## config.mk

```make
export PLATFORM = sky130hd
export DESIGN_NAME = uart_tx_cfg
export DESIGN_NICKNAME = d
export VERILOG_FILES = /design/src/rtl/uart_tx_cfg.sv
export SDC_FILE = /design/constraint.sdc
export NUM_CORES = 1
export LEC_CHECK = 0
export ABC_AREA = 1
export CAP_MARGIN = 5
export CELL_PAD_IN_SITES_DETAIL_PLACEMENT = 1
export CELL_PAD_IN_SITES_GLOBAL_PLACEMENT = 1
export CORE_ASPECT_RATIO = 1.5
export CORE_MARGIN = 5
export CORE_UTILIZATION = 35
export CTS_CLUSTER_SIZE = 30
export DETAILED_ROUTE_END_ITERATION = 10
export HOLD_SLACK_MARGIN = 0.08
export PLACE_DENSITY_LB_ADDON = 0.1
export SKIP_CTS_REPAIR_TIMING = 1
export SYNTH_ARGS = -nofsm -noshare
export SYNTH_HDL_FRONTEND = slang
export SYNTH_SLANG_ARGS = --single-unit
```

## constraint.sdc

```tcl
create_clock -name clk -period 6.05 [get_ports clk]
set_clock_uncertainty 0.1 [all_clocks]
set_input_delay 1.21 -clock clk [delete_from_list [all_inputs] [get_ports clk]]
set_output_delay 1.21 -clock clk [all_outputs]
set_load 0.1 [all_outputs]
```

## src/rtl/uart_tx_cfg.sv

```systemverilog
// -----------------------------------------------------------------------------
// uart_tx_cfg
// Configurable UART transmitter. Each frame is a start bit, 5..DBIT_MAX data
// bits sent LSB first, an optional even/odd parity bit and 1, 1.5 or 2 stop
// bits. Bit timing comes from an external oversampling strobe (s_tick), with
// OS strobes per bit period.
//
// Optional feature: define UART_TX_BREAK_EN to add the tx_break input and
// the BREAK state. BREAK holds the line low for as long as tx_break is held,
// then gives one bit period of mark before returning to IDLE.
//
// Ports
//   clk          system clock, rising edge
//   reset        synchronous active-high reset
//   s_tick       one-clk oversampling strobe
//   tx_valid     host has a frame to send
//   tx_ready     frame can be accepted (IDLE only)
//   tx_din       frame data, LSB first
//   cfg_dbits    data bit count, clamped to 5..DBIT_MAX
//   cfg_parity   00 none, 01 even, 10 odd, 11 none
//   cfg_stop     00 one, 01 one-and-half, 1x two stop bits
//   tx           registered serial output, idle high
//   tx_busy      high from acceptance until frame end
//   tx_done_tick one-clk pulse, the first IDLE cycle after a frame
//   state_out    current FSM state (debug)
//   tx_break     line break request (UART_TX_BREAK_EN only)
// -----------------------------------------------------------------------------
module uart_tx_cfg #(
  parameter int DBIT_MAX = 8,
  parameter int OS       = 16
) (
  input  logic                clk,
  input  logic                reset,
  input  logic                s_tick,
  input  logic                tx_valid,
  output logic                tx_ready,
  input  logic [DBIT_MAX-1:0] tx_din,
  input  logic [3:0]          cfg_dbits,
  input  logic [1:0]          cfg_parity,
  input  logic [1:0]          cfg_stop,
  output logic                tx,
  output logic                tx_busy,
  output logic                tx_done_tick,
  output logic [2:0]          state_out
`ifdef UART_TX_BREAK_EN
  ,
  input  logic                tx_break
`endif
);

  // The tick counter must reach the longest stop period (2*OS - 1).
  localparam int SW = $clog2(2 * OS);
  localparam logic [SW-1:0] BIT_LAST    = SW'(OS - 1);
  localparam logic [SW-1:0] STOP1_LAST  = SW'(OS - 1);
  localparam logic [SW-1:0] STOP15_LAST = SW'((3 * OS) / 2 - 1);
  localparam logic [SW-1:0] STOP2_LAST  = SW'(2 * OS - 1);

  typedef enum logic [2:0] {
    ST_IDLE   = 3'd0,
    ST_START  = 3'd1,
    ST_DATA   = 3'd2,
    ST_PARITY = 3'd3,
    ST_STOP   = 3'd4
`ifdef UART_TX_BREAK_EN
    ,
    ST_BREAK  = 3'd5
`endif
  } state_t;

  state_t                state_q, state_d;
  logic [SW-1:0]         s_q, s_d;
  logic [3:0]            n_q, n_d;
  logic [DBIT_MAX-1:0]   data_q, data_d;
  logic [3:0]            dbits_q, dbits_d;
  logic                  par_en_q, par_en_d;
  logic                  par_bit_q, par_bit_d;
  logic [1:0]            stop_q, stop_d;
  logic                  tx_q, tx_d;
  logic                  done_q, done_d;
`ifdef UART_TX_BREAK_EN
  // 0 while the line is held low, 1 during the trailing mark period.
  logic                  brk_mark_q, brk_mark_d;
`endif

  logic [3:0]            dbits_clamp;
  logic [DBIT_MAX-1:0]   dmask;
  logic [SW-1:0]         stop_last;

  // Clamp the requested length into the supported range.
  always_comb begin
    dbits_clamp = cfg_dbits;
    if (cfg_dbits < 4'd5) begin
      dbits_clamp = 4'd5;
    end else if (cfg_dbits > 4'(DBIT_MAX)) begin
      dbits_clamp = 4'(DBIT_MAX);
    end
  end

  // Mask of the data bits that will be sent. Bits above the clamped length
  // must not affect parity, because they are never transmitted.
  for (genvar gi = 0; gi < DBIT_MAX; gi++) begin : g_mask
    assign dmask[gi] = (dbits_clamp > 4'(gi));
  end

  always_comb begin
    case (stop_q)
      2'b00:   stop_last = STOP1_LAST;
      2'b01:   stop_last = STOP15_LAST;
      default: stop_last = STOP2_LAST;
    endcase
  end

  always_comb begin
    state_d   = state_q;
    s_d       = s_q;
    n_d       = n_q;
    data_d    = data_q;
    dbits_d   = dbits_q;
    par_en_d  = par_en_q;
    par_bit_d = par_bit_q;
    stop_d    = stop_q;
    done_d    = 1'b0;
    tx_d      = 1'b1;
`ifdef UART_TX_BREAK_EN
    brk_mark_d = brk_mark_q;
`endif

    case (state_q)
      ST_IDLE: begin
        s_d = '0;
        n_d = '0;
`ifdef UART_TX_BREAK_EN
        if (tx_break) begin
          state_d    = ST_BREAK;
          brk_mark_d = 1'b0;
        end else
`endif
        if (tx_valid) begin
          // Everything the frame needs is captured here, so later changes
          // on the inputs cannot disturb a frame in flight.
          state_d   = ST_START;
          data_d    = tx_din;
          dbits_d   = dbits_clamp;
          par_en_d  = (cfg_parity == 2'b01) || (cfg_parity == 2'b10);
          par_bit_d = (^(tx_din & dmask)) ^ (cfg_parity == 2'b10);
          stop_d    = cfg_stop;
        end
      end

      ST_START: begin
        if (s_tick) begin
          if (s_q == BIT_LAST) begin
            s_d     = '0;
            state_d = ST_DATA;
          end else begin
            s_d = s_q + 1'b1;
          end
        end
      end

      ST_DATA: begin
        if (s_tick) begin
          if (s_q == BIT_LAST) begin
            s_d = '0;
            if (n_q == dbits_q - 4'd1) begin
              n_d     = '0;
              state_d = par_en_q ? ST_PARITY : ST_STOP;
            end else begin
              n_d    = n_q + 4'd1;
              data_d = data_q >> 1;
            end
          end else begin
            s_d = s_q + 1'b1;
          end
        end
      end

      ST_PARITY: begin
        if (s_tick) begin
          if (s_q == BIT_LAST) begin
            s_d     = '0;
            state_d = ST_STOP;
          end else begin
            s_d = s_q + 1'b1;
          end
        end
      end

      ST_STOP: begin
        if (s_tick) begin
          if (s_q == stop_last) begin
            s_d     = '0;
            state_d = ST_IDLE;
            done_d  = 1'b1;
          end else begin
            s_d = s_q + 1'b1;
          end
        end
      end

`ifdef UART_TX_BREAK_EN
      ST_BREAK: begin
        if (!brk_mark_q) begin
          // Bit timing starts only once the break is released.
          s_d = '0;
          if (!tx_break) begin
            brk_mark_d = 1'b1;
          end
        end else if (s_tick) begin
          if (s_q == BIT_LAST) begin
            s_d        = '0;
            brk_mark_d = 1'b0;
            state_d    = ST_IDLE;
          end else begin
            s_d = s_q + 1'b1;
          end
        end
      end
`endif

      default: begin
        state_d = ST_IDLE;
      end
    endcase

    // The line level is derived from where the FSM is going, so tx changes
    // on the same edge as the state and stays a clean registered output.
    case (state_d)
      ST_START:  tx_d = 1'b0;
      ST_DATA:   tx_d = data_d[0];
      ST_PARITY: tx_d = par_bit_d;
`ifdef UART_TX_BREAK_EN
      ST_BREAK:  tx_d = brk_mark_d;
`endif
      default:   tx_d = 1'b1;
    endcase
  end

  always_ff @(posedge clk) begin
    if (reset) begin
      state_q   <= ST_IDLE;
      s_q       <= '0;
      n_q       <= '0;
      data_q    <= '0;
      dbits_q   <= '0;
      par_en_q  <= 1'b0;
      par_bit_q <= 1'b0;
      stop_q    <= '0;
      tx_q      <= 1'b1;
      done_q    <= 1'b0;
`ifdef UART_TX_BREAK_EN
      brk_mark_q <= 1'b0;
`endif
    end else begin
      state_q   <= state_d;
      s_q       <= s_d;
      n_q       <= n_d;
      data_q    <= data_d;
      dbits_q   <= dbits_d;
      par_en_q  <= par_en_d;
      par_bit_q <= par_bit_d;
      stop_q    <= stop_d;
      tx_q      <= tx_d;
      done_q    <= done_d;
`ifdef UART_TX_BREAK_EN
      brk_mark_q <= brk_mark_d;
`endif
    end
  end

  assign tx           = tx_q;
  assign tx_ready     = (state_q == ST_IDLE);
  assign tx_busy      = (state_q != ST_IDLE);
  assign tx_done_tick = done_q;
  assign state_out    = state_q;

endmodule

```

# ---- Word level (Yosys, flattened, before mapping)
# Index checks and enable logic that the tools add are counted.
dict set report classes {
  n_eq_ne 19
  n_bitwise 4
  order_cmp 10
  n_mux 33
  n_reduce_logical 13
  n_addsub 3
}
# op n
set op_table {}
lappend op_table {{$mux 3} 11}
lappend op_table {{$mux 8} 4}
lappend op_table {{$mux 4} 5}
lappend op_table {{$mux 5} 4}
lappend op_table {{$gt 4x3->1 const B} 4}
lappend op_table {{$pmux 8 s2} 1}
lappend op_table {{$pmux 3 s5} 1}
lappend op_table {{$pmux 5 s3} 1}
lappend op_table {{$eq 3x2->1 const B} 4}
lappend op_table {{$ne 2x2->1 const B} 5}
lappend op_table {{$pmux 5 s2} 1}
lappend op_table {{$and 8x8->8} 1}
lappend op_table {{$gt 4x1->1 const B} 2}
lappend op_table {{$gt 4x2->1 const B} 2}
lappend op_table {{$pmux 4 s2} 1}
lappend op_table {{$reduce_xor 8->1} 1}
lappend op_table {{$eq 3x1->1 const B} 2}
lappend op_table {{$reduce_and 3->1} 2}
lappend op_table {{$reduce_bool 3->1} 2}
lappend op_table {{$reduce_or 3->1} 2}
lappend op_table {{$add 5x1->5 const B} 1}
lappend op_table {{$eq 5x4->1 const B} 1}
lappend op_table {{$eq 5x5->1} 1}
lappend op_table {{$reduce_and 5->1} 1}
lappend op_table {{other kinds (18)} 22}
dict set report totals {
  inputBits 20
  reg_bits 30
  out_inout_bits 7
  elab_cells 93
}

# ---- Depth between registers and ports, before layout
dict set report logic_depth {
  word_depth 10
  mapped_depth 18
  depth_no_buf 18
}

# ---- Worst setup path after synthesis
# No wires, ideal clock.
dict set report synth_path {
  kind {reg-to-output}
  start {reg state_q[2], in the netlist state_out[2]}
  end {out tx_ready}
  stages_incl_launch_ff 4
  arrival_ns 2.135
  path_slack_ns 2.605
  path_cell_list {dfxtp_1 > inv_1 > nand2_4 > inv_1}
}
dict set report synth_between {
  elab_chain_cells 1
}
# item line_no
set synth_rtl {}
lappend synth_rtl {{start: declaration} 70} ;# state_t state_q, state_d;
lappend synth_rtl {{start signal: assignment} 255} ;# state_q <= state_d;
lappend synth_rtl {{$logic_not 3->1} 272} ;# assign tx_ready = (state_q == ST_IDLE);
lappend synth_rtl {{end: declaration} 36} ;# output logic tx_ready,
# No other way between the ends.

# ---- Worst setup path in the final report
dict set report layout_path {
  start {reg state_q[0], in the netlist state_out[0]}
  end {out tx_ready}
}
# Same word-level chain as after synthesis.

==> reports/qor.tcl <==
set qor(die_w_um) 69.9
set qor(outcome) {completed}
set qor(dominantRegCellSynth) {sky130_fd_sc_hd__dfxtp_1}
set qor(mappedNetlistNets) 310
set qor(nets) 339
set qor(maxSlewHeadroom) 0.349
set qor(finalSetupTns_ns) 0
set qor(irDropWorstVdd_mv) 0.0961
set qor(power_frac_clock) 0.338
set qor(drt-vias-per-instance) 4.94
set qor(rows) 32
set qor(routedWlPerCell_um) 13.2
set qor(antenna_violating_nets_post_route) 0
set qor(postSynth.asyncResetShare) 0
set qor(via_count) 1886
set qor(gp_congestion) 0.775
set qor(cts-buffers-inserted) 5
set qor(critical_path.reg2reg.startpoint) {s_q[0]}
set qor(crit_path_max_incr_delay_ns) 1.15
set qor(h_tree_levels) 2
set qor(insertedDiodeCount) 0
set qor(min_delay_worst_endpoint) {data_q[1]}
set qor(drt_pre_antenna_iters) 4
set qor(p_per_area_nw_per_um2) 217
set qor(max_clock_freq_mhz) 283
set qor(global_route.overflow_total) 0
set qor(ys_seq_area_frac) 0.319
set qor(maxCapViolations) 0
set qor(timing.critical_path.to_type) {primary output}
set qor(worstHoldPathCells) 2
set qor(tritoncts_num_sinks) 30
set qor(syn_to_final_growth_pct) 21.9
set qor(p_sw_mw) 0.158
set qor(mapped_avg_cell_area_sq_um) 6.63
set qor(timing.critical_path.slowest_stage_cell) {sky130_fd_sc_hd__clkdlybuf4s50_1}
set qor(yosysTopAreaCellShare) 0.319
set qor(antenna_found_initial) 0
set qor(synth_edf_count) 0
set qor(p_sw_frac) 0.318
set qor(timing.final.hold_violations) 0
set qor(layout_common_cells) {sky130_fd_sc_hd__nand2_1, sky130_fd_sc_hd__inv_1, sky130_fd_sc_hd__dfxtp_1, sky130_fd_sc_hd__clkdlybuf4s50_1, sky130_fd_sc_hd__nor2_1}
set qor(internal_power_mw) 0.340
set qor(die_h_um) 99.8
set qor(syn_inst) 284
set qor(start_util) 0.362
set qor(tritoncts) {done}
set qor(layout_min_cycle_time_ns) 3.53
set qor(rr_worst_depth) 13
set qor(cp-start-kind) {register}
set qor(worst-r2r-setup-slack_ns) 3.72
set qor(post_dp_cell_area_sq_um) 2200
set qor(critical-path-top-delay-family) {buffers and inverters}
set qor(finish.instance_area_sq_um) 2290
set qor(placeableCoreArea_sq_um) 5200
set qor(finalWirelength_um) 5020
set qor(worst-endpoint-arrival_ns) 2.22
set qor(post_synthesis_cell_type_with_the_largest_combined_area) {sky130_fd_sc_hd__dfxtp_1}
set qor(drive_above_1_share) 0.0987
set qor(maxSlewViolCount) 0
set qor(cell_at_the_root_of_the_clock_tree) {sky130_fd_sc_hd__clkbuf_8}
set qor(route.detailed.drc) 0
set qor(path_class) {reg -> out}
set qor(ys_warn_count) 0
set qor(first_global_vias) 1962
set qor(synth.cell_area_sq_um) 1880
set qor(first_iter_violations) 54
set qor(grt_start_max_net_pins) 21
set qor(groute.usage.overall) 0.153
set qor(reg2reg_to) {data_q[6]}
set qor(sequence_of_cells_on_the_critical_path) {nor2_4, nand2_4, inv_1, clkdlybuf4s50_1}
set qor(cts_buffer_depth) 2
set qor(die_area_sq_um) 6970
set qor(min_path_type) {reg -> reg}
set qor(power.leakage_nw) 1.03
set qor(finalSetupViolations) 0
set qor(cp.buffers_inverters) 2
set qor(grt_pass1_wl_um) 8580
set qor(netlist_top_cells_area) {sky130_fd_sc_hd__dfxtp_1, sky130_fd_sc_hd__nand2_1, sky130_fd_sc_hd__inv_1, sky130_fd_sc_hd__nand3_1, sky130_fd_sc_hd__a21oi_1}
set qor(clk-insertion-delay-late_ns) 0.28
set qor(seqPwrFrac) 0.430
set qor(final_common_cell) {sky130_fd_sc_hd__nand2_1}
set qor(numPortBuffers) 26
set qor(crit_fanout) 6
set qor(dp_hpwl_um) 4060
set qor(comb_power_frac) 0.232
set qor(worst-slew-pin-transition_ns) 0.974
set qor(worstHoldStart) {data_q[1]}
set qor(finalCritPeriodShare) 0.583
set qor(rsz0062_at_grt) {no}
set qor(boundaryPins) 27
set qor(synthDistinctLibCells) 34
set qor(ff_latch_count_synth) 30
set qor(required_ns) 4.74
set qor(cts.reportedPaths.clkPinSlew_ns) 0.07
[power groups by stage]
stage | clock network, mW | logic, mW | registers, mW
2_1_floorplan | 0 | 0.0734 | 0.226
3_3_place_gp | 0 | 0.115 | 0.218
3_5_place_dp | 0 | 0.117 | 0.219
4_1_cts | 0.173 | 0.118 | 0.214
5_1_grt | 0.183 | 0.129 | 0.215
6_report | 0.168 | 0.116 | 0.214
[per-layer routing]
layer,routed length [um],global-route usage,vias up
li1,-,-,966
met1,1970,0.151,893
met2,2820,0.310,22
met3,155,0.0281,5
met4,80,0.0531,0
met5,0,0,-
[worst reg2reg max path: cells and delay by family (launching register included)]
family                   cells  cell delay (ns)
AND/OR/NAND/NOR              6             0.64
buffers and inverters        3             0.44
adder cells (fa/ha/maj)      2             0.40
flip-flops                   1             0.39
AO/OA/AOI/OAI                2             0.23
[final cells by class]
| type | instances | area [sq um] |
|---|---|---|
| Fill cell | 697 | 2910 |
| Timing Repair Buffer | 26 | 260 |
| Sequential cell | 30 | 601 |
| Clock inverter | 1 | 5.00 |
| Clock buffer | 7 | 86.3 |
| Multi-Input combinational cell | 203 | 1080 |
| Inverter | 47 | 181 |
| Tap cell | 68 | 85.1 |
[metrics by stage]
step            util  instances  hold WS (ns)  power [mW]  setup slack, ns
2_1_floorplan      -        284         0.341       0.299             2.60
4_1_cts        0.441        382         0.367       0.505             2.50
6_report       0.441        382         0.363       0.498             2.52
3_5_place_dp   0.423        374         0.356       0.336             2.81
5_1_grt        0.441        382         0.382       0.527             2.45
3_3_place_gp   0.423        374         0.349       0.333             2.85
[Yosys cell counts, types with 2 or more instances]
| master | number |
|---|---|
| sky130_fd_sc_hd__a31oi_1 | 2 |
| sky130_fd_sc_hd__nor2_4 | 2 |
| sky130_fd_sc_hd__a22oi_1 | 3 |
| sky130_fd_sc_hd__nand3_1 | 19 |
| sky130_fd_sc_hd__inv_1 | 40 |
| sky130_fd_sc_hd__nand2_4 | 2 |
| sky130_fd_sc_hd__nand2_1 | 87 |
| sky130_fd_sc_hd__nor2_1 | 20 |
| sky130_fd_sc_hd__ha_1 | 6 |
| sky130_fd_sc_hd__nand2_2 | 4 |
| sky130_fd_sc_hd__inv_2 | 6 |
| sky130_fd_sc_hd__nor2_2 | 4 |
| sky130_fd_sc_hd__nor3_1 | 3 |
| sky130_fd_sc_hd__o21ai_0 | 11 |
| sky130_fd_sc_hd__a21oi_1 | 18 |
| sky130_fd_sc_hd__a32oi_1 | 6 |
| sky130_fd_sc_hd__dfxtp_1 | 30 |
| sky130_fd_sc_hd__clkbuf_1 | 2 |
| sky130_fd_sc_hd__xor2_1 | 4 |
[flip-flops by register name, indices dropped and copies added, names as in the netlist, 2 cells and up]
signal,cells
data_q,8
dbits_q,4
n_q,4
s_q,5
state_out,3
stop_q,2
[how the worst max path moves through the flow]
stage,from,end,slack [ns],depth (start not counted)
2_1_floorplan,state_out[2],tx_ready,2.60,3
3_3_place_gp,state_out[0],tx_ready,2.85,4
3_5_place_dp,state_out[0],tx_ready,2.81,4
4_1_cts,state_out[0],tx_ready,2.50,4
5_1_grt,state_out[0],tx_ready,2.45,4
6_report,state_out[0],tx_ready,2.52,4
[cells by family (layout without fill, tap and decap cells)]
logic type               after synthesis  after routing  share of synthesized area
AO/OA/AOI/OAI                         45             45                      0.152
adder cells (fa/ha/maj)                6              6                     0.0399
flip-flops                            30             30                      0.319
buffers and inverters                 51             81                      0.109
XOR/XNOR                               5              5                     0.0233
AND/OR/NAND/NOR                      147            147                      0.356
Power figures use the tool's default switching activity.
